--- src/rtl/zero_scan_counter_pkg.sv ---
// -----------------------------------------------------------------------------
// zero_scan_pkg
// Shared types and helpers for the zero-run counter:
//   state_e     - FSM state enumeration {IDLE, SCAN, DONE}
//   MODE_TRAIL  - mode value for counting trailing zeros (from bit 0 upward)
//   MODE_LEAD   - mode value for counting leading zeros (from the MSB downward)
//   cnt_width() - width needed to hold a count of 0..w inclusive
// -----------------------------------------------------------------------------
package zero_scan_pkg;

    typedef enum logic [1:0] {
        IDLE = 2'd0,
        SCAN = 2'd1,
        DONE = 2'd2
    } state_e;

    localparam logic MODE_TRAIL = 1'b0;
    localparam logic MODE_LEAD  = 1'b1;

    // A count of w zeros must itself be representable, hence w+1 values.
    function automatic int cnt_width(input int w);
        return $clog2(w + 1);
    endfunction

endpackage

--- src/rtl/zero_scan_counter_if.sv ---
// -----------------------------------------------------------------------------
// zero_scan_counter_if
// Request/result bundle of the zero-run counter.
//   start     - request, only honoured while the counter is idle
//   data_in   - WIDTH-bit operand, captured with an accepted start
//   mode      - MODE_TRAIL / MODE_LEAD, captured with data_in
//   busy      - counter is scanning or presenting its result
//   done      - one-cycle pulse when a new result is visible
//   count_out - last zero count (0..WIDTH), held until the next result
//   all_zero  - last operand had no set bit, held with count_out
// master: the requester; slave: the counter.
// -----------------------------------------------------------------------------
interface zero_scan_counter_if #(
    parameter int WIDTH = 8
);
    import zero_scan_pkg::*;

    localparam int CW = cnt_width(WIDTH);

    logic             start;
    logic [WIDTH-1:0] data_in;
    logic             mode;
    logic             busy;
    logic             done;
    logic [CW-1:0]    count_out;
    logic             all_zero;

    modport master (
        output start, data_in, mode,
        input  busy, done, count_out, all_zero
    );

    modport slave (
        input  start, data_in, mode,
        output busy, done, count_out, all_zero
    );

endinterface

--- src/rtl/zero_scan_counter_enc.sv ---
// -----------------------------------------------------------------------------
// zero_chunk_enc
// Combinational lowest-set-bit encoder for one STEP-bit chunk.
//   chunk   - bits under examination, bit 0 is scanned first
//   any_one - at least one bit of chunk is set
//   pos     - index of the lowest set bit ($clog2(STEP) bits, one constant-0
//             bit when STEP is 1); 0 when no bit is set
// -----------------------------------------------------------------------------
module zero_chunk_enc #(
    parameter  int STEP = 1,
    localparam int PW   = (STEP > 1) ? $clog2(STEP) : 1
) (
    input  logic [STEP-1:0] chunk,
    output logic            any_one,
    output logic [PW-1:0]   pos
);

    always_comb begin
        any_one = |chunk;
        pos     = '0;
        // Walk from the top down so the lowest set bit is the last writer.
        for (int i = STEP - 1; i >= 0; i--) begin
            if (chunk[i]) begin
                pos = PW'(i);
            end
        end
    end

endmodule

--- src/rtl/zero_scan_counter.sv ---
// -----------------------------------------------------------------------------
// zero_scan_counter
// Handshaked trailing/leading zero counter that scans STEP bits per clock.
//   clk   - single clock, rising edge
//   rst_n - synchronous active-low reset; aborts a scan without a done pulse
//   bus   - zero_scan_counter_if.slave (start/data_in/mode in,
//           busy/done/count_out/all_zero out)
// Leading-zero requests are bit-reversed on capture so the datapath only ever
// scans LSB-first. The running count stays internal; count_out/all_zero only
// update on the SCAN->DONE transition.
// -----------------------------------------------------------------------------
module zero_scan_counter
    import zero_scan_pkg::*;
#(
    parameter int WIDTH = 8,
    parameter int STEP  = 1
) (
    input  logic               clk,
    input  logic               rst_n,
    zero_scan_counter_if.slave bus
);

    localparam int CW  = cnt_width(WIDTH);
    localparam int NCH = WIDTH / STEP;
    localparam int IW  = (NCH > 1) ? $clog2(NCH) : 1;
    localparam int PW  = (STEP > 1) ? $clog2(STEP) : 1;

    localparam logic [1:0] S_IDLE = 2'(IDLE);
    localparam logic [1:0] S_SCAN = 2'(SCAN);
    localparam logic [1:0] S_DONE = 2'(DONE);

    logic [1:0]       state_q,    state_d;
    logic [WIDTH-1:0] shift_q,    shift_d;
    logic [CW-1:0]    run_cnt_q,  run_cnt_d;
    logic [IW-1:0]    idx_q,      idx_d;
    logic [CW-1:0]    count_q,    count_d;
    logic             all_zero_q, all_zero_d;

    logic [WIDTH-1:0] data_rev;
    logic             any_one;
    logic [PW-1:0]    pos;
    logic             last_chunk;

    for (genvar gi = 0; gi < WIDTH; gi++) begin : g_rev
        assign data_rev[gi] = bus.data_in[WIDTH-1-gi];
    end

    zero_chunk_enc #(
        .STEP (STEP)
    ) u_enc (
        .chunk   (shift_q[STEP-1:0]),
        .any_one (any_one),
        .pos     (pos)
    );

    assign last_chunk = (idx_q == IW'(NCH - 1));

    always_comb begin
        state_d    = state_q;
        shift_d    = shift_q;
        run_cnt_d  = run_cnt_q;
        idx_d      = idx_q;
        count_d    = count_q;
        all_zero_d = all_zero_q;
        case (state_q)
            S_IDLE: begin
                if (bus.start) begin
                    state_d   = S_SCAN;
                    shift_d   = (bus.mode == MODE_LEAD) ? data_rev : bus.data_in;
                    run_cnt_d = '0;
                    idx_d     = '0;
                end
            end
            S_SCAN: begin
                if (any_one) begin
                    count_d    = run_cnt_q + CW'(pos);
                    all_zero_d = 1'b0;
                    state_d    = S_DONE;
                end else if (last_chunk) begin
                    count_d    = CW'(WIDTH);
                    all_zero_d = 1'b1;
                    state_d    = S_DONE;
                end else begin
                    run_cnt_d = run_cnt_q + CW'(STEP);
                    shift_d   = shift_q >> STEP;
                    idx_d     = idx_q + IW'(1);
                end
            end
            S_DONE: begin
                state_d = S_IDLE;
            end
            default: begin
                state_d = S_IDLE;
            end
        endcase
    end

    always_ff @(posedge clk) begin
        if (!rst_n) begin
            state_q    <= S_IDLE;
            shift_q    <= '0;
            run_cnt_q  <= '0;
            idx_q      <= '0;
            count_q    <= '0;
            all_zero_q <= 1'b0;
        end else begin
            state_q    <= state_d;
            shift_q    <= shift_d;
            run_cnt_q  <= run_cnt_d;
            idx_q      <= idx_d;
            count_q    <= count_d;
            all_zero_q <= all_zero_d;
        end
    end

    assign bus.busy      = (state_q != S_IDLE);
    assign bus.done      = (state_q == S_DONE);
    assign bus.count_out = count_q;
    assign bus.all_zero  = all_zero_q;

endmodule

--- src/flat_wrapper.sv ---
// flat-port wrapper written by rule: the top's interface ports become plain ports
module zero_scan_counter_flat import zero_scan_pkg::*;
#(
    parameter int WIDTH = 8,
    parameter int STEP  = 1
)
  (clk, rst_n, bus_start, bus_data_in, bus_mode, bus_busy, bus_done, bus_count_out, bus_all_zero);
  zero_scan_counter_if #(.WIDTH(WIDTH)) bus_i ();
  input  logic clk;
  input  logic rst_n;
  input wire logic [$bits(bus_i.start)-1:0] bus_start;
  input wire logic [$bits(bus_i.data_in)-1:0] bus_data_in;
  input wire logic [$bits(bus_i.mode)-1:0] bus_mode;
  output wire logic [$bits(bus_i.busy)-1:0] bus_busy;
  output wire logic [$bits(bus_i.done)-1:0] bus_done;
  output wire logic [$bits(bus_i.count_out)-1:0] bus_count_out;
  output wire logic [$bits(bus_i.all_zero)-1:0] bus_all_zero;
  assign bus_i.start = bus_start;
  assign bus_i.data_in = bus_data_in;
  assign bus_i.mode = bus_mode;
  assign bus_busy = bus_i.busy;
  assign bus_done = bus_i.done;
  assign bus_count_out = bus_i.count_out;
  assign bus_all_zero = bus_i.all_zero;
  zero_scan_counter #(.WIDTH(WIDTH), .STEP(STEP)) u_core (.clk(clk), .rst_n(rst_n), .bus(bus_i));
endmodule
--- config.mk ---
export PLATFORM = sky130hd
export DESIGN_NAME = zero_scan_counter_flat
export DESIGN_NICKNAME = d
export VERILOG_FILES = /design/src/rtl/zero_scan_counter_pkg.sv /design/src/rtl/zero_scan_counter_if.sv /design/src/rtl/zero_scan_counter_enc.sv /design/src/rtl/zero_scan_counter.sv /design/src/flat_wrapper.sv
export SDC_FILE = /design/constraint.sdc
export NUM_CORES = 1
export LEC_CHECK = 0
export CELL_PAD_IN_SITES_DETAIL_PLACEMENT = 1
export CELL_PAD_IN_SITES_GLOBAL_PLACEMENT = 1
export CORE_MARGIN = 3
export CORE_UTILIZATION = 39
export CTS_BUF_LIST = sky130_fd_sc_hd__clkbuf_8 sky130_fd_sc_hd__clkbuf_16
export DETAILED_ROUTE_END_ITERATION = 8
export PLACE_DENSITY = 0.8
export SYNTH_ARGS = -nofsm -noshare
export SYNTH_HDL_FRONTEND = slang
export SYNTH_SLANG_ARGS = --single-unit
--- constraint.sdc ---
create_clock -name clk -period 2.4 [get_ports clk]
set_clock_uncertainty 0.15 [all_clocks]
set_input_delay 0.36 -clock clk [delete_from_list [all_inputs] [get_ports clk]]
set_output_delay 0.36 -clock clk [all_outputs]
set_load 0.03 [all_outputs]
# Word-level counts from Yosys, hierarchy flattened

Index checks and enable logic that the tools add are counted.

Register bits: 22
Bits of input ports: 12

Add/subtract/negate cells: 2
Eq/ne operators: 7
Mux-type cells: 21
Reductions and logical operators: 8

Operator list:

| operator            | number |
|---|---|
| $mux 8              | 4 |
| $mux 4              | 5 |
| $pmux 8 s2          | 1 |
| $mux 3              | 3 |
| $pmux 4 s2          | 1 |
| $mux 2              | 3 |
| $ne 2x2->1 const B  | 3 |
| $pmux 3 s2          | 1 |
| $reduce_and 2->1    | 3 |
| $reduce_bool 2->1   | 3 |
| $add 4x1->4 const B | 1 |
| $pmux 2 s2          | 1 |
| $reduce_and 4->1    | 1 |
| $add 3x1->3 const B | 1 |
| $eq 3x3->1 const B  | 1 |
| $ne 3x1->1 const B  | 1 |
| $eq 2x1->1 const B  | 1 |
| $eq 2x2->1 const B  | 1 |
| $logic_not 2->1     | 1 |
| $mux 1              | 2 |

# Depth between registers and ports, before layout

Gate-level depths: netlist (run 1).

Depth in word-level cells: 4
Depth in mapped cells: 6
Mapped depth without buffers: 5

# By module

A second synthesis (run 1) with hierarchy kept.

Cell total of the unflattened synthesis: 127
Area total of the unflattened synthesis: 1114.8 um^2

Modules (own cells, without submodules):

| module            | times used | cells each | area an instance (um^2) | seq. area each (um^2) |
|---|---|---|---|---|
| zero_scan_counter | 1          | 124        | 1096.1                  | 440.4 |
| zero_chunk_enc    | 1          | 3          | 18.8                    | 0.0 |

# Least setup slack after synthesis (run 1)

Ideal clock, no wire load.

Kind: register -> register
Start point: register u_core.idx_q[0]
End point: register u_core.idx_q[0]
Library setup time: 0.134 ns
Arrival: 1.512 ns
Data required time: 2.116 ns
Slack: 0.604 ns
Cell stages (with the launch flop): 7
Path through: dfxtp_1 -> ha_1 -> ha_1 -> or4b_1 -> buf_2 -> nand2_4 -> a211oi_2

Cells in the longest elaborated chain, start to end: 4

RTL lines:

| element                | RTL line                 | RTL |
|---|---|---|
| from (decl)            | zero_scan_counter.sv:35  | `logic [IW-1:0] idx_q, idx_d;` |
| from (signal assigned) | zero_scan_counter.sv:110 | `idx_q <= idx_d;` |
| $add 3x1->3            | zero_scan_counter.sv:86  | `idx_d = idx_q + IW'(1);` |
| $mux 3                 | zero_scan_counter.sv:79  | `end else if (last_chunk) begin` |
| $mux 3                 | zero_scan_counter.sv:75  | `if (any_one) begin` |
| $pmux 3 s2             | zero_scan_counter.sv:65  | `case (state_q)` |

Parallel ways exist; a longest one is shown, timed or not. The select of a mux whose other input is x is not followed.
A chain may end at the register's enable or synchronous reset.

# Worst setup path in the final report (run 1)

Start point: register u_core.state_q[1]
End point: output bus_done

Cells in the longest elaborated chain, start to end: 1

RTL lines:

| element                | RTL line                 | RTL |
|---|---|---|
| from (decl)            | zero_scan_counter.sv:32  | `logic [1:0] state_q, state_d;` |
| from (signal assigned) | zero_scan_counter.sv:107 | `state_q <= state_d;` |
| $eq 2x2->1             | zero_scan_counter.sv:117 | `assign bus.done = (state_q == S_DONE);` |
| to (decl)              | flat_wrapper.sv:15       | `output wire logic [$bits(bus_i.done)-1:0] bus_done;` |

No other way between the ends.

==> results of run 1 <==
-- state kept, by name, indices dropped and copies added (netlist names) --
signal and cells:
u_core.bus.all_zero 1, u_core.bus.count_out 4, u_core.idx_q 3, u_core.run_cnt_q 4
u_core.shift_q 8, u_core.state_q 2
-- cell families after synthesis --
group	synth area share
simple gates	0.186
flops	0.390
compound gates	0.231
buf+inv	0.0610
mux	0.0876
fa+ha+maj	0.0443
-- layout make-up --
| class | instances | area, um^2 |
|---|---|---|
| inverters | 2 | 7.51 |
| clock buffers | 3 | 41.3 |
| clock inverters | 1 | 30.0 |
| repair buffers | 23 | 218 |
| fillers | 302 | 1220 |
| flip-flops and latches | 22 | 440 |
| multi-input cells | 86 | 619 |
| well taps | 30 | 37.5 |
-- power groups by stage --
stage                     Combinational (mW)  Sequential (mW)  Clock, mW
after floorplan                        0.121            0.414          0
after global placement                 0.161            0.421          0
after detailed placement               0.167            0.423          0
after CTS                              0.170            0.415      0.354
after global routing                   0.187            0.419      0.366
final                                  0.169            0.416      0.348
-- cell usage in the layout, fill, tap and decap left out, drive strengths merged, types with 4 or more instances in the layout --
cell type,count
a21oi,17
dfxtp,22
nand2,9
nand3,5
nor2,5
ha,4
a22oi,6
buf,5
mux2,7
clkdlybuf4s50,18
o31ai,6
-- worst max-delay path, delay by kind of cell (launching register included) --
family                 cells  cell delay, ps
buffers and inverters      1             670
DFF                        1             540
and+or+nand+nor            1             180
-- worst paths after layout --
path	cells after the start	end	startpoint
max reg2reg	6	u_core.run_cnt_q[2]$_SDFFE_PN0P_	u_core.idx_q[0]$_SDFFE_PN0P_
min reg2reg	2	u_core.bus.count_out[2]$_SDFFE_PN0P_	u_core.bus.count_out[2]$_SDFFE_PN0P_
min	2	u_core.bus.count_out[2]$_SDFFE_PN0P_	u_core.bus.count_out[2]$_SDFFE_PN0P_
max	2	bus_done	u_core.state_q[1]$_SDFFE_PN0P_
-- layer usage --
layer,GRT usage,wire (um)
met1,0.226,1350
met2,0.319,1510
met3,0.0389,108
met4,0.0570,23
met5,0,0
-- stage by stage --
step | setup slack, ps | hold slack (ps)
2_1_floorplan | 604 | 294
3_3_place_gp | 442 | 316
3_5_place_dp | 404 | 328
4_1_cts | 223 | 344
5_1_grt | 162 | 367
6_report | 229 | 337
==> metrics.md, run 1 <==
| Metric | Value |
|---|---|
| Mapped Area | `between 1000 and 1500 um^2` |
| Setup Fix Bufs, Post-CTS | `0` |
| Clk pwr share | `0.373` |
| Slew margin rel. | `0.644` |
| Hold Path Class | `reg2reg` |
| Die span in x | `between 50 and 60 um` |
| Clk sinks | `22` |
| RSZ-0062 raised after global routing | `false` |
| Min Clock Period, post-route | `approximately 2200 ps` |
| Die ar. | `3580 um^2` |
| Mapped Cells | `120` |
| Drt pass-1 iters | `4` |
| CTS Buf Count | `3` |
| Sw power | `~0.24 mW` |
| Count leader, synth | `dfxtp_1` |
| Syn nets | `approximately 140` |
| Vias per std cell | `roughly 6` |
| Layout area overhead | `23.5%` |
| Int Power | `0.692 mW` |
| Row Count | `18` |
| DR vias | `980` |
| Synth top cells by count | `22 x dfxtp_1, 17 x a21oi_1, 8 x nand2_1` |
| Dpl hpwl | `~2200 um` |
| Hold violation count in the final report | `0` |
| P_leak | `around 0.54 nW` |
| GPL Wtd Cong | `between 0.7 and 0.8` |
| Die Y | `~60 um` |
| Synth area leader | `dfxtp_1` |
| Tcrit/Tclk final | `0.904` |
| # diodes | `0` |
| Initial Utilization | `0.432` |
| CTS tree | `done` |
| Asr flop ratio synth | `0` |
| Critical Path Sink Type | `primary output` |
| Clock root buffer | `clkbuf_8` |
| Post-synth EDFFs | `0` |
| Syn. warnings | `0` |
| DRC | `0` |
| CTS clk-pin slew, worst paths | `80 ps` |
| Iteration-0 DRC Markers | `17` |
| Antenna viol nets, final | `0` |
| H-tree depth | `1` |
| Final-report setup violation count | `0` |
| CORE AREA | `2610 um^2` |
| Initial antenna violation count | `0` |
| Largest net degree at the start of global routing | `14` |
| Area contributors post-synth | `dfxtp_1 39%, a21oi_1 7.5%, mux2_2 7.0%` |
| Peak Freq | `roughly 460 MHz` |
| Final total power | `approximately 0.93 mW` |
| GRT Overall Usage | `0.185` |
| Slowest cell on crit path | `clkdlybuf4s50_1` |
| Sequential area share after synthesis | `0.390` |
| First-pass GRT wire length | `slightly below 5000 um` |
| Drt wl/cell | `17.9 um` |
| Synthesis-stage register bit count | `22` |
| Critical path class | `reg2out` |
| Cell Chain, Critical Path | `nor2b_1, clkdlybuf4s50_1` |
| Number of global-route vias before repair | `about 1100` |
| Max-cap violations | `0` |
| Critical path arrival | `1660 ps` |
| Worst slew pin tran | `between 500 and 600 ps` |
| Power Density | `669 nW/um^2` |
| Reg2reg setup slack | `a little under 400 ps` |
| Post-synth top flop | `dfxtp_1` |
| Switching Fraction | `0.259` |
| Total global routing overflow | `0` |
| Non-Filler Instances | `167` |
| Placed Cells incl. Taps | `163` |
| Gate power share | `0.181` |
| Skew-Pair Late Insertion Delay | `approximately 260 ps` |
| Fin util | `0.534` |
| Final net count | `between 150 and 200` |
| Port-buffer cells | `18` |
| Slowest stage delay, CP | `approximately 670 ps` |
| Routed wire length | `around 3000 um` |
| Mean post-synth cell area | `roughly 9.4 um^2` |
| CP required | `1890 ps` |
| Reg power frac | `0.446` |
| Yosys top cell area share | `0.390` |
| Run status | `finished, final reports clean` |
| Placed Area | `around 1300 um^2` |
| Distinct cells, synth | `37` |
| CTS max path bufs | `2` |
| Post-route cell area | `roughly 1400 um^2` |
| Worst-path fanout max | `10` |
| I/O pin count | `19` |
| Share of cells above drive strength 1 | `0.182` |
| CP Launch Type | `register` |
| Post-CTS sizing | `0` |
| Peak supply drop | `approximately 0.51 mV` |
| Pins Over Slew Limit | `0` |
| Post-CTS Hold Buffers | `0` |
| Fin Setup TNS | `0 ps` |
No activity file was read; power rests on OpenSTA's default activity.
==> inputs of run 2 (changes only) <==
--- a/constraint.sdc
+++ b/constraint.sdc
@@ -3,3 +3,3 @@
 set_input_delay 0.36 -clock clk [delete_from_list [all_inputs] [get_ports clk]]
 set_output_delay 0.36 -clock clk [all_outputs]
-set_load 0.03 [all_outputs]
+set_load 0.05 [all_outputs]
==> run 2 against run 1 <==
Net effect: global-route usage increased by 0.081 points; core utilization unchanged; non-clock buffer count stayed put; worst hold slack lost 7.4 ps; first-iteration DRC count rose by 76%; power grew 0.38%; setup slack lost 110 ps; clock power hardly changed; die area did not move.
==> metrics.md, run 2 (same netlist as run 1, synthesis figures left out) <==
| Metric | Value |
|---|---|
| Run status | `finished, final reports clean` |
| Slew margin rel. | `0.672` |
| GPL Wtd Cong | `between 0.7 and 0.8` |
| CTS max path bufs | `2` |
| Hold violation count in the final report | `0` |
| Hold Path Class | `reg2reg` |
| CP Launch Type | `register` |
| H-tree depth | `1` |
| Hold path startpoint | `u_core.bus.count_out[2]$_SDFFE_PN0P_` |
| Skew-Pair Late Insertion Delay | `260 ps` |
| Peak supply drop | `around 0.76 mV` |
| Most common cell after layout, fill and taps aside | `dfxtp_1` |
| CTS Buf Count | `3` |
| RSZ-0062 raised after global routing | `false` |
| First-pass GRT wire length | `~4900 um` |
| Largest Register | `u_core.shift_q` |
| Port-buffer cells | `18` |
| Row Count | `18` |
| Min Clock Period, post-route | `between 2000 and 2500 ps` |
| Fin util | `0.534` |
| Critical path class | `reg2out` |
| Worst hold path endpoint | `u_core.bus.count_out[2]$_SDFFE_PN0P_` |
| Non-Filler Instances | `approximately 170` |
| Clock root buffer | `clkbuf_8` |
| Max-cap violations | `0` |
| CORE AREA | `about 2600 um^2` |
| P_leak | `around 0.54 nW` |
| Clk sinks | `22` |
| Dpl ws | `391 ps` |
| GRT Overall Usage | `0.185` |
| Cell Chain, Critical Path | `nor2b_1, clkdlybuf4s50_1` |
| Pins Over Slew Limit | `0` |
| CP required | `approximately 1900 ps` |
| Post-CTS sizing | `0` |
| Worst-path fanout max | `10` |
| R2R cell count | `5` |
| Setup slack after layout | `between 100 and 150 ps` |
| Worst slew pin tran | `491 ps` |
| Drt pass-1 iters | `4` |
| Die span in x | `roughly 60 um` |
| Reg2reg setup slack | `about 400 ps` |
| # diodes | `0` |
| Layout area overhead | `23.5%` |
| Max FFs per register | `8` |
| Critical path arrival | `1770 ps` |
| Power Density | `~670 nW/um^2` |
| Iteration-0 DRC Markers | `30` |
| Peak Freq | `438 MHz` |
| Fin Setup TNS | `0 ps` |
| Post-CTS Hold Buffers | `0` |
| Share of cells above drive strength 1 | `0.182` |
| Largest net degree at the start of global routing | `14` |
| Final net count | `roughly 150` |
| Setup Fix Bufs, Post-CTS | `0` |
| Antenna viol nets, final | `0` |
| CTS tree | `done` |
| Tcrit/Tclk final | `0.950` |
| DRC | `0` |
| Die ar. | `3580 um^2` |
| Routed wire length | `slightly below 3000 um` |
| CTS clk-pin slew, worst paths | `roughly 80 ps` |
| R2R Path Start | `u_core.idx_q[0]$_SDFFE_PN0P_` |
| Initial antenna violation count | `0` |
| Placed Cells incl. Taps | `163` |
| Drt wl/cell | `~17 um` |
| Number of global-route vias before repair | `998` |
| RR Endpoint | `u_core.run_cnt_q[2]$_SDFFE_PN0P_` |
| Initial Utilization | `0.432` |
| Total global routing overflow | `0` |
| DR vias | `slightly above 900` |
| Commonest cells after routing, fill and taps aside | `22 x dfxtp_1, 18 x clkdlybuf4s50_1, 17 x a21oi_1` |
| Vias per std cell | `5.54` |
| Die Y | `59.8 um` |
| Hold Crit Depth | `2` |
| Dpl hpwl | `between 2000 and 2500 um` |
| Slowest stage delay, CP | `around 800 ps` |
| I/O pin count | `19` |
| Critical Path Sink Type | `primary output` |
| Final-report setup violation count | `0` |
| Slowest cell on crit path | `clkdlybuf4s50_1` |
run 2: cell counts in the layout (fill, tap and decap cells not counted):
No cell type changed its count.
run 2: how the worst max path moves through the flow:
| stage | from | endpoint | slack [ps] | cells after the start |
|---|---|---|---|---|
| after floorplan | u_core.idx_q[0]$_SDFFE_PN0P_ | u_core.idx_q[0]$_SDFFE_PN0P_ | 600 | 6 |
| after global routing | u_core.state_q[1]$_SDFFE_PN0P_ | bus_done | 30 | 2 |
| after global placement | u_core.state_q[1]$_SDFFE_PN0P_ | bus_done | 420 | 2 |
| after detailed placement | bus_mode | u_core.shift_q[6]$_SDFFE_PN0P_ | 390 | 4 |
| after CTS | u_core.state_q[1]$_SDFFE_PN0P_ | bus_done | 110 | 2 |
| final | u_core.state_q[1]$_SDFFE_PN0P_ | bus_done | 120 | 2 |
run 2: area by class of cell:
| type | count | area (um^2) |
|---|---|---|
| Sequential cell | 22 | 440 |
| Clock inverter | 1 | 30.0 |
| Timing Repair Buffer | 23 | 218 |
| Clock buffer | 3 | 41.3 |
| Inverter | 2 | 7.51 |
| Tap cell | 30 | 37.5 |
| Multi-Input combinational cell | 86 | 619 |
| Fill cell | 313 | 1220 |
run 2: worst max-delay path, delay by kind of cell, from the launching register on:
| kind | cells | cell delay, ps |
|---|---|---|
| flops | 1 | 530 |
| simple gates | 1 | 170 |
| buf+inv | 1 | 800 |
run 2: power breakdown:
part	switching (mW)	total, mW	internal (mW)
clock network	0.123	0.346	0.223
logic	0.0975	0.177	0.0794
registers	0.0247	0.414	0.389
run 2: layer usage:
layer,GRT usage,vias up,share of wire
li1,-,475,-
met1,0.238,435,0.49
met2,0.306,12,0.46
met3,0.0432,4,0.033
met4,0.0570,0,0.0079
met5,0,-,0
run 2: through the flow:
step | hold WS (ps) | instance area, um^2 | total power [mW]
detailed placement | 320 | 1320 | 0.597
global route | 368 | 1390 | 0.987
floorplan | 294 | 1130 | 0.540
CTS | 334 | 1390 | 0.947
finish | 329 | 1390 | 0.937
global placement | 312 | 1320 | 0.587
==> inputs of run 3 (changes only) <==
- CAP_MARGIN: unset -> 20
==> results of run 3 <==
The final DEF is identical to that of run 2; final timing and power are the same.
